`src/rtl/deppmaster.sv`:
```
// Host-side EPP master: one 32-bit read/write command -> byte-wide EPP strobe sequence.
// Define DEPPMASTER_TIMEOUT_EN to abort a strobe/release phase after TIMEOUT_CYCLES clocks.
module deppmaster #(
    parameter int SETUP_CYCLES   = 1,
    parameter int TIMEOUT_CYCLES = 1024
) (
    input  logic        i_clk,
    input  logic        i_rst,
    input  logic        i_cmd_stb,
    input  logic        i_cmd_we,
    input  logic [31:0] i_cmd_addr,
    input  logic [31:0] i_cmd_data,
    output logic        o_cmd_busy,
    output logic        o_rsp_stb,
    output logic [31:0] o_rsp_data,
    output logic        o_rsp_err,
    output logic        o_astb_n,
    output logic        o_dstb_n,
    output logic        o_write_n,
    output logic [7:0]  o_depp,
    output logic        o_depp_oe,
    input  logic [7:0]  i_depp,
    input  logic        i_wait
);

    typedef enum logic [2:0] {S_IDLE, S_SETUP, S_STROBE, S_RELEASE, S_DONE} state_t;

    localparam int SW = (SETUP_CYCLES > 1) ? $clog2(SETUP_CYCLES) : 1;

    state_t            r_state, w_next;
    logic [SW-1:0]     r_setup_cnt;
    logic [4:0]        r_cyc, w_cyc_nxt;
    logic              r_we;
    logic [31:0]       r_addr, r_data, r_rdata;
    logic              r_wait_s1, r_wait_s2;
    logic              r_astb_n, r_dstb_n, r_write_n, r_depp_oe;
    logic [7:0]        r_depp;
    logic              r_busy, r_rsp_stb, r_rsp_err;
    logic [31:0]       r_rsp_data;
    logic              w_accept, w_last, w_setup_done, w_tmo, w_abort;
    logic              w_is_addr, w_rd;
    logic [7:0]        w_byte;
    logic [7:0][7:0]   w_bytes;

    assign w_bytes      = {r_addr, r_data};
    assign w_accept     = i_cmd_stb && !r_busy && (r_state == S_IDLE || r_state == S_DONE);
    assign w_last       = r_we ? (r_cyc == 5'd15) : (r_cyc == 5'd17);
    assign w_setup_done = (r_setup_cnt == SW'(SETUP_CYCLES - 1));

`ifdef DEPPMASTER_TIMEOUT_EN
    localparam int TW = $clog2(TIMEOUT_CYCLES + 1);
    logic [TW-1:0] r_tmo;

    assign w_tmo = (r_tmo == TW'(TIMEOUT_CYCLES - 1));

    always_ff @(posedge i_clk) begin
        if (i_rst || w_next != r_state)
            r_tmo <= '0;
        else if (r_state == S_STROBE || r_state == S_RELEASE)
            r_tmo <= r_tmo + 1'b1;
        else
            r_tmo <= '0;
    end
`else
    logic w_unused_tmo;
    assign w_unused_tmo = (TIMEOUT_CYCLES > 0);
    assign w_tmo        = 1'b0;
`endif

    always_ff @(posedge i_clk) begin
        if (i_rst) r_state <= S_IDLE;
        else       r_state <= w_next;
    end

    always_comb begin
        w_next  = r_state;
        w_abort = 1'b0;
        case (r_state)
            S_IDLE, S_DONE: w_next = w_accept ? S_SETUP : S_IDLE;
            S_SETUP:        if (w_setup_done) w_next = S_STROBE;
            S_STROBE: begin
                if (r_wait_s2) w_next = S_RELEASE;
                else if (w_tmo) begin
                    w_next  = S_DONE;
                    w_abort = 1'b1;
                end
            end
            S_RELEASE: begin
                if (!r_wait_s2) w_next = w_last ? S_DONE : S_SETUP;
                else if (w_tmo) begin
                    w_next  = S_DONE;
                    w_abort = 1'b1;
                end
            end
            default:        w_next = S_IDLE;
        endcase
    end

    always_comb begin
        w_cyc_nxt = r_cyc;
        if (w_accept)
            w_cyc_nxt = 5'd0;
        else if (r_state == S_RELEASE && w_next == S_SETUP)
            w_cyc_nxt = r_cyc + 5'd1;
    end

    // Per-EPP-cycle decode: even cycles are address writes, odd cycles data phases.
    // Reads detour through reg 8 (launch) after the address bytes.
    always_comb begin
        w_is_addr = ~w_cyc_nxt[0];
        w_rd      = 1'b0;
        w_byte    = 8'h00;
        if (r_we || w_cyc_nxt < 5'd8) begin
            if (w_is_addr) w_byte = {5'd0, w_cyc_nxt[3:1]};
            else           w_byte = w_bytes[~w_cyc_nxt[3:1]];
        end else if (w_cyc_nxt == 5'd8) begin
            w_byte = 8'h08;
        end else if (w_cyc_nxt == 5'd9) begin
            w_byte = 8'h00;
        end else if (w_is_addr) begin
            w_byte = {4'd0, w_cyc_nxt[4:1] - 4'd1};
        end else begin
            w_rd = 1'b1;
        end
    end

    always_ff @(posedge i_clk) begin
        if (i_rst) begin
            r_wait_s1   <= 1'b0;
            r_wait_s2   <= 1'b0;
            r_setup_cnt <= '0;
            r_cyc       <= 5'd0;
            r_we        <= 1'b0;
            r_addr      <= 32'h0;
            r_data      <= 32'h0;
            r_rdata     <= 32'h0;
        end else begin
            r_wait_s1   <= i_wait;
            r_wait_s2   <= r_wait_s1;
            r_setup_cnt <= (r_state == S_SETUP) ? r_setup_cnt + 1'b1 : '0;
            r_cyc       <= w_cyc_nxt;
            if (w_accept) begin
                r_we    <= i_cmd_we;
                r_addr  <= i_cmd_addr;
                r_data  <= i_cmd_data;
                r_rdata <= 32'h0;
            end else if (r_state == S_STROBE && r_wait_s2 && w_rd) begin
                r_rdata <= {r_rdata[23:0], i_depp};
            end
        end
    end

    // Bus outputs are registered from the next state so strobes never glitch
    // and data/direction only move while both strobes are high.
    always_ff @(posedge i_clk) begin
        if (i_rst) begin
            r_astb_n   <= 1'b1;
            r_dstb_n   <= 1'b1;
            r_write_n  <= 1'b1;
            r_depp     <= 8'h00;
            r_depp_oe  <= 1'b0;
            r_busy     <= 1'b0;
            r_rsp_stb  <= 1'b0;
            r_rsp_data <= 32'h0;
            r_rsp_err  <= 1'b0;
        end else begin
            r_rsp_stb <= 1'b0;
            case (w_next)
                S_SETUP: begin
                    r_astb_n  <= 1'b1;
                    r_dstb_n  <= 1'b1;
                    r_depp    <= w_byte;
                    r_write_n <= w_rd;
                    r_depp_oe <= ~w_rd;
                    r_busy    <= 1'b1;
                end
                S_STROBE: begin
                    r_astb_n <= ~w_is_addr;
                    r_dstb_n <= w_is_addr;
                end
                S_RELEASE: begin
                    r_astb_n <= 1'b1;
                    r_dstb_n <= 1'b1;
                end
                S_DONE: begin
                    r_astb_n   <= 1'b1;
                    r_dstb_n   <= 1'b1;
                    r_write_n  <= 1'b1;
                    r_depp     <= 8'h00;
                    r_depp_oe  <= 1'b0;
                    r_busy     <= 1'b0;
                    r_rsp_stb  <= 1'b1;
                    r_rsp_err  <= w_abort;
                    r_rsp_data <= (w_abort || r_we) ? 32'h0 : r_rdata;
                end
                default: begin
                    r_astb_n  <= 1'b1;
                    r_dstb_n  <= 1'b1;
                    r_write_n <= 1'b1;
                    r_depp    <= 8'h00;
                    r_depp_oe <= 1'b0;
                    r_busy    <= 1'b0;
                end
            endcase
        end
    end

    assign o_cmd_busy = r_busy;
    assign o_rsp_stb  = r_rsp_stb;
    assign o_rsp_data = r_rsp_data;
    assign o_rsp_err  = r_rsp_err;
    assign o_astb_n   = r_astb_n;
    assign o_dstb_n   = r_dstb_n;
    assign o_write_n  = r_write_n;
    assign o_depp     = r_depp;
    assign o_depp_oe  = r_depp_oe;

endmodule

```
`config.mk`:
```
export PLATFORM = sky130hd
export DESIGN_NAME = deppmaster
export DESIGN_NICKNAME = d
export VERILOG_FILES = /design/src/rtl/deppmaster.sv
export SDC_FILE = /design/constraint.sdc
export NUM_CORES = 1
export LEC_CHECK = 0
export CAP_MARGIN = 30
export CORE_MARGIN = 10
export CORE_UTILIZATION = 52
export DETAILED_ROUTE_END_ITERATION = 10
export PLACE_DENSITY = 0.8
export SLEW_MARGIN = 15
export SYNTH_ARGS = -nofsm -noshare
export SYNTH_HDL_FRONTEND = slang
export SYNTH_SLANG_ARGS = --single-unit
```
`constraint.sdc`:
```
create_clock -name i_clk -period 3.4 [get_ports i_clk]
set_input_delay 0.51 -clock i_clk [delete_from_list [all_inputs] [get_ports i_clk]]
set_output_delay 0.51 -clock i_clk [all_outputs]
set_load 0.01 [all_outputs]
```
# Yosys cells after proc, flatten, opt, wreduce, memory -nomap -nowiden
# Index checks and enable logic that the tools add are counted.
word_totals:
  word_cells: 79
  out_inout_bits: 47
  regBits: 154
  in_bits: 77
classes:
  n_reduce_logical: 14
  n_mux: 26
  n_bitwise: 5
  eq_ne: 12
  n_addsub: 3
  magnitude_cmp: 2
op_table:
  columns: ["operator", "n"]
  rows:
  - ["32-bit 2-to-1 mux", 1]
  - ["8-bit binary-select mux with 3-bit select", 1]
  - ["8-bit 2-to-1 mux", 3]
  - ["8-bit case mux with 2 select lines", 1]
  - ["5-bit by 4-bit == test with 1-bit output (second input constant)", 3]
  - ["3-bit by 2-bit == test with 1-bit output (second input constant)", 4]
  - ["3-bit 2-to-1 mux", 4]
  - ["4-bit 2-to-1 mux", 3]
  - ["3-bit case mux with 4 select lines", 1]
  - ["5-bit 2-to-1 mux", 2]
  - ["2-bit OR reduction", 5]
  - ["1-bit 2-to-1 mux", 7]
  - ["3-bit by 1-bit == test with 1-bit output (second input constant)", 2]
  - ["3-bit == test (second input constant)", 2]
  - ["1-bit case mux with 2 select lines", 3]
  - ["5-bit by 1-bit adder with 5-bit output (second input constant)", 1]
  - ["5-bit == test (second input constant)", 1]
  - ["1-bit logical AND", 5]
  - ["5-bit by 4-bit less-than comparator with 1-bit output (second input constant)", 1]
  - ["3-bit by 4-bit less-than comparator with 1-bit output (second input constant)", 1]
  - ["1-bit NOT", 4]
  - ["4-bit by 1-bit subtractor with 4-bit output (second input constant)", 1]
  - ["3-bit logical NOT", 1]
  - ["3-bit NOT", 1]
  - ["other kinds (3)", 4]

# Longest topological paths before layout
# Gate-level depths: netlist of run 1.
depth:
  ltp_word: 15
  depth_mapped: 13
  depth_no_buf: 11

# Worst setup path after synthesis of run 1
# Ideal clock, no wire load.
synth_timing:
  path_type: "flip-flop to flip-flop"
  from: "register r_cyc[2]"
  to: "register r_depp[2] (netlist: o_depp[2])"
  path_stages_with_launch: 14
  setup_slack_ns: 0.668
  required_ns: 3.342
  n_path_buf: 2
  setup_ns: 0.058
  arrival_ns: 2.674
  path_cell_list: "dfxtp_1 > buf_6 > nor4b_1 > nand3_1 > nand4_1 > mux2i_1 > inv_1 > clkbuf_1 > ha_1 > inv_1 > nor3_1 > o311a_1 > o21ai_0 > o211a_1"
synth_between:
  elab_chain_cells: 15
  elab_cells_between_ends: 28
  cone_classes: "add/sub (2); order compare (1); eq/ne (7); mux (14); bitwise (1); reduce/logical (3)"
synth_lines:
  columns: ["element", "line", "text"]
  rows:
  - ["start: declaration", "32", "logic [4:0] r_cyc, w_cyc_nxt;"]
  - ["start signal: assignment", "141", "r_cyc <= w_cyc_nxt;"]
  - ["5-bit == test or 5-bit by 4-bit == test with 1-bit output (tied branches)", "47", "assign w_last = r_we ? (r_cyc == 5'd15) : (r_cyc == 5'd17);"]
  - ["1-bit 2-to-1 mux", "47", null]
  - ["3-bit 2-to-1 mux (2 in a row)", "89", "if (!r_wait_s2) w_next = w_last ? S_DONE : S_SETUP;"]
  - ["3-bit case mux with 4 select lines", "78", "case (r_state)"]
  - ["3-bit by 1-bit == test with 1-bit output", "103, 168", null]
  - ["1-bit logical AND", "103", "else if (r_state == S_RELEASE && w_next == S_SETUP)"]
  - ["5-bit 2-to-1 mux", "103", null]
  - ["5-bit 2-to-1 mux", "101", "if (w_accept)"]
  - ["4-bit by 1-bit subtractor with 4-bit output or 3-bit NOT (tied branches)", "121, 115", null]
  - ["4-bit 2-to-1 mux or 8-bit binary-select mux with 3-bit select (tied branches)", "120, 115", null]
  - ["4-bit 2-to-1 mux or 8-bit 2-to-1 mux (tied branches)", "118, 115", null]
  - ["4-bit 2-to-1 mux or 8-bit 2-to-1 mux (tied branches)", "116, 114", null]
  - ["8-bit 2-to-1 mux", "113", "if (r_we || w_cyc_nxt < 5'd8) begin"]
  - ["8-bit case mux with 2 select lines", "168", "case (w_next)"]
  - ["end signal: assignment", "172", "r_depp <= w_byte;"]
  - ["end: declaration", "37", "logic [7:0] r_depp;"]
# Several ways; a longest one is shown, not always the timed one. The select of a mux whose other input is x is not followed.
# A chain may end at the register's enable or synchronous reset.

# Worst setup path in the final report of run 1
layout_timing:
  from: "register r_cyc[2]"
  to: "register r_depp[0] (netlist: o_depp[0])"
# The elaborated chain is that of the path after synthesis.

==> flow_summary.toml, run 1 <==
[yosys]
yosysWarnings = 0
ys_ff_latch = 154
async_reset_ff_share_pct = 0
synth_ff_type = "dfxtp_1"
yosys.cell_types.count = 70
synth_edf_count = 0
netlist_area_sq_um = 6405
synthesis.nets = 794
synth_top_area_share_pct = 48.13
synth.most_common_cell = "nand2_1"
syn_avg_cell_area_sq_um = 8.970
ys_seq_area_share_pct = 48.13
synth_common_cells = "nand2_1 (196), dfxtp_1 (154), a21oi_1 (74)"
synth_cells = 714
yosys-top-cells-area = "dfxtp_1 (48%), nand2_1 (11%), a21oi_1 (5.8%)"
synth_top_area_cell = "dfxtp_1"

[critical_path]
startpoint_type = "register"
crit_chain = "nor4b_1 -> and3_1 -> nor3_1 -> or2_0 -> buf_4 -> a2111oi_0 -> o211ai_1"
crit_required_ns = 3.68
critPathCaptureType = "register"
crit_type = "reg2reg"
crit_fanout = 10
arrival_ns = 3.21
critPathBufInv = 1
crit_slowest_cell = "a2111oi_0"
cp_slowest_stage_delay_ns = 0.66
crit_family = "simple AND/OR/NAND/NOR gates"

[floorplan]
die_area_sq_um = 17160
io_pins = 124
initial_core_util_pct = 53.10
die_w_microns = 131.0
core.rowCount = 40
die_h_microns = 131.0
core_sq_um = 12060

[grt]
grt_pass1_wl_microns = 27830
grt_usage_pct = 20.35
grt_pass1_vias = 5657
grt_max_degree = 68
antenna_found_initial = 0
grt_overflow = 0

[route]
drc_errors = 0
viasPerCell = 5.627
drt_pass1_iterations = 5
finalWirelength_microns = 17420
wl_per_cell_microns = 17.38
vias = 5638
drt-initial-drc-count = 419
antenna_left = 0

[place]
dp.cells = 970
gp_congestion = 0.8981
numPortBuffers = 122
placed_area_sq_um = 7720
dpl.hpwl_microns = 12570

[clocking]
cts_sinks = 154
cts_setup_buffers = 0
h-tree-depth = 4
cts-resized-gates = 0
cts_buffers = 17
clk_pin_slew_worst_paths_ns = 0.06
hold_buffers = 0
clockBufferDepth = 2
cts_tree = "done"
cts-root-buf = "clkbuf_16"
clock_latency_ns = 0.42

[sta]
rsz0062_at_grt = "no"
post-route-min-period_ns = 2.932
slew_viol_final = 0
tightest_slew_ns = 0.7034
hold_viol = 0
setup_viol = 0
fmax_mhz = 341.1
final.setup_skew_ns = 0.01083
fin_crit_sh_pct = 86.23
slew-limit-headroom_pct = 51.90
tns_ns = 0

[flow_run]
maxCapViolCount = 0

[power_and_ir_drop]
power.density_nw_per_um2 = 580.1
irDropWorstVdd_v = 0.0003578
p_leak_nw = 3.005

[finish]
final_area_sq_um = 8284
final-instance-count-excl-fill = 1002
area_growth_pct = 29.34
layout-drive-gt1-share_pct = 9.592
layout.nets = 902
diodes = 0
final_core_util_pct = 68.68

[run_status]
outcome = "finished clean"

[min_path]
hp-class = "in2reg"
==> flip-flops by register name, summed over array words and instances, names as in the netlist, 3 cells and up <==
| register | count |
|---|---|
| o_rsp_data | 32 |
| r_rdata | 32 |
| r_addr | 32 |
| r_state | 3 |
| r_cyc | 5 |
| r_data | 32 |
| o_depp | 8 |
==> power by group <==
part	internal [mW]	switching (mW)	total, mW
combinational	0.379	0.571	0.951
clock	1.02	0.723	1.75
sequential	1.99	0.120	2.11
total	3.39	1.41	4.81
==> per-layer routing <==
metal  up-vias  part of all wire, %  track usage (%)
met2       197                   49            34.54
li1       2722                    -                -
met1      2696                   42            24.28
met4         0                  1.9            7.521
met3        23                  7.1            5.197
met5         -                    0                0
==> stage by stage <==
step	worst slack, ns	hold WS (ns)	power, mW
global placement	0.1819	0.4302	3.061
finish	0.4683	0.4074	4.806
global route	0.2847	0.4066	5.029
detailed placement	0.08995	0.4345	3.093
floorplan	0.6680	0.4138	2.748
CTS	0.5100	0.4525	4.825
==> layout by cell type, fill, tap and decap left out, types with 3 or more instances in the layout <==
master	Yosys	routed
o211ai_1	5	5
a211oi_1	6	6
o21ai_0	7	7
clkinv_4	0	3
buf_4	2	22
nor2_2	1	3
and2_1	8	8
o31ai_1	4	4
nand2_1	196	196
mux2_2	5	5
clkdlybuf4s50_1	0	121
dfxtp_1	154	154
a211o_1	5	5
a22o_1	33	33
inv_1	6	6
a221o_1	4	4
a221oi_1	3	3
clkbuf_1	37	3
ha_1	3	3
a21oi_1	74	74
o2111a_1	4	4
nand3_1	10	10
nor2_1	14	12
nor3_1	8	8
mux2i_1	36	36
a31oi_1	6	6
nand4_1	7	7
a21boi_0	8	8
clkbuf_16	0	17
clkinv_2	0	4
nor2b_1	3	3
==> logic make-up after synthesis <==
group | Yosys count | share of synthesized area [%]
flip-flops | 154 | 48.13
XOR/XNOR | 2 | 0.2735
adder cells (fa/ha/maj) | 3 | 0.5861
buffers and inverters | 64 | 5.372
AND/OR/NAND/NOR | 269 | 19.07
AO/OA/AOI/OAI | 179 | 19.83
multiplexers | 42 | 6.681
other | 1 | 0.05855
==> path summary, 6_finish.rpt <==
kind,startpoint,end,slack [ns],depth (start not counted)
worst min-delay path,i_rst,o_cmd_busy,0.41,2
worst max-delay path,r_cyc[2],o_depp[0],0.47,7
worst max register to register,r_cyc[2],o_depp[0],0.47,7
worst min register to register,r_data[21],r_data[21],0.45,2
==> cell type report <==
cell class / count / area [sq um]
timing repair buffer: 146 / 1421
clock inverter: 10 / 93.84
clock buffer: 21 / 450.4
inverter: 7 / 26.28
fill: 986 / 3777
sequential: 154 / 3083
multi-input combinational: 496 / 2999
tap: 168 / 210.2
(Power assumes the default switching activity.)
==> run 2: changes to the inputs <==
Settings changed: CORE_UTILIZATION 52 to 50, PLACE_DENSITY 0.8 to 0.77.
==> run 2 against run 1 <==
Worst hold slack improved by 0.038 ns. Sequential power barely moved. Critical endpoint is now r_rdata[9]. Non-clock buffer count fell by 1. Combinational power rose by 2%. Highest routed layer unchanged. Clock-buffer cell count did not move.
==> flow_summary.toml, run 2 (synthesis gave the netlist of run 1 again) <==
[place]
numPortBuffers = 122
gp_congestion = 0.9006
preCtsSetupSlack_ns = 0.1625
dpl.hpwl_microns = 12950
dp.cells = 974
placed_area_sq_um = 7737

[clocking]
cts_sinks = 154
cts-root-buf = "clkbuf_16"
cts_setup_buffers = 0
h-tree-depth = 4
cts_buffers = 17
clockBufferDepth = 2
cts-resized-gates = 0
cts_tree = "done"
clk_pin_slew_worst_paths_ns = 0.06
hold_buffers = 0
clock_latency_ns = 0.43

[route]
drt_pass1_iterations = 5
wl_per_cell_microns = 17.71
finalWirelength_microns = 17800
drt-initial-drc-count = 391
drc_errors = 0
vias = 5585
antenna_left = 0
viasPerCell = 5.557

[floorplan]
core.rowCount = 41
core_sq_um = 12570
die_area_sq_um = 17740
initial_core_util_pct = 50.96
die_h_microns = 133.2
io_pins = 124
die_w_microns = 133.2

[sta]
fin_crit_sh_pct = 92.91
hold_viol = 0
tns_ns = 0
slew-limit-headroom_pct = 54.20
rsz0062_at_grt = "no"
tightest_slew_ns = 0.6812
slew_viol_final = 0
post-route-min-period_ns = 3.159
final.setup_skew_ns = 0.007066
setup_viol = 0
hold_ws_ns = 0.4459
fin_ws_ns = 0.2412
fmax_mhz = 316.6

[critical_path]
critPathBufInv = 3
crit_required_ns = 3.75
crit_type = "reg2reg"
crit_fanout = 32
startpoint_type = "register"
crit_chain = "and4bb_2 -> and2_1 -> a32oi_2 -> nor2_1 -> clkinv_1 -> buf_4 -> nand4_1 -> and4_2 -> buf_12 -> mux2i_1"
crit_family = "simple AND/OR/NAND/NOR gates"
crit_slowest_cell = "dfxtp_1"
cp_slowest_stage_delay_ns = 0.48
arrival_ns = 3.51
critPathCaptureType = "register"

[power_and_ir_drop]
fin_total_pwr_mw = 4.928
irDropWorstVdd_v = 0.0004120
p_leak_nw = 3.006
power.density_nw_per_um2 = 592.6

[flow_run]
maxCapViolCount = 0

[finish]
layout-drive-gt1-share_pct = 9.604
final-instance-count-excl-fill = 1005
final_area_sq_um = 8315
final_core_util_pct = 66.16
layout_commonest_cell = "nand2_1"
final_cell_mix = "nand2_1 (196), dfxtp_1 (154), clkdlybuf4s50_1 (121)"
diodes = 0
area_growth_pct = 29.83
layout.nets = 901

[grt]
grt_pass1_wl_microns = 28670
grt_max_degree = 59
antenna_found_initial = 0
grt_usage_pct = 19.72
grt_pass1_vias = 5601
grt_overflow = 0

[min_path]
hp-class = "reg2reg"

[run_status]
outcome = "finished clean"
==> run 2: cell count changes in the layout (fill, tap and decap cells not counted) <==
| cell | before | now |
|---|---|---|
| bufinv_16 | 1 | 2 |
| buf_4 | 22 | 21 |
| inv_6 | 2 | 1 |
| clkinvlp_4 | 0 | 4 |
| clkinv_4 | 3 | 1 |
| clkinv_2 | 4 | 2 |
| clkbuf_8 | 1 | 2 |
| clkbuf_1 | 3 | 2 |
==> run 2: worst paths after layout <==
check	slack, ns	depth (start not counted)	start	endpoint
worst max-delay path	0.24	10	r_state[1]	r_rdata[9]
worst min-delay path	0.45	2	r_data[27]	r_data[27]
worst max register to register	0.24	10	r_state[1]	r_rdata[9]
worst min register to register	0.45	2	r_data[27]	r_data[27]
==> run 2: layout make-up <==
cell class	instances	area, sq um
fillers	1011	4253
flip-flops and latches	154	3083
multi-input cells	496	2999
repair buffers	145	1414
clock buffers	21	460.4
well taps	172	215.2
clock inverters	10	117.6
inverters	7	26.28
==> run 2: routing by layer <==
layer  global-route usage [%]  up-vias  part of all wire [%]  wire length, microns
li1                         -     2732                     -                     -
met2                    32.26      176                    49                  8643
met1                    24.06     2649                    43                  7696
met4                    7.255        0                   1.5                   274
met5                        0        -                     0                     0
met3                    5.752       28                   6.7                  1185
==> run 2: worst reg2reg max path: stages, from the launching register on <==
cell	delay (ns)
dfxtp_1	0.48
and4bb_2	0.42
and2_1	0.18
a32oi_2	0.21
nor2_1	0.21
clkinv_1	0.37
buf_4	0.31
nand4_1	0.12
and4_2	0.28
buf_12	0.25
mux2i_1	0.27
==> run 2: power breakdown <==
group          total [mW]  internal [mW]  switching, mW
Clock                1.85           1.11          0.737
Combinational       0.966          0.390          0.576
Sequential           2.11           1.99          0.122
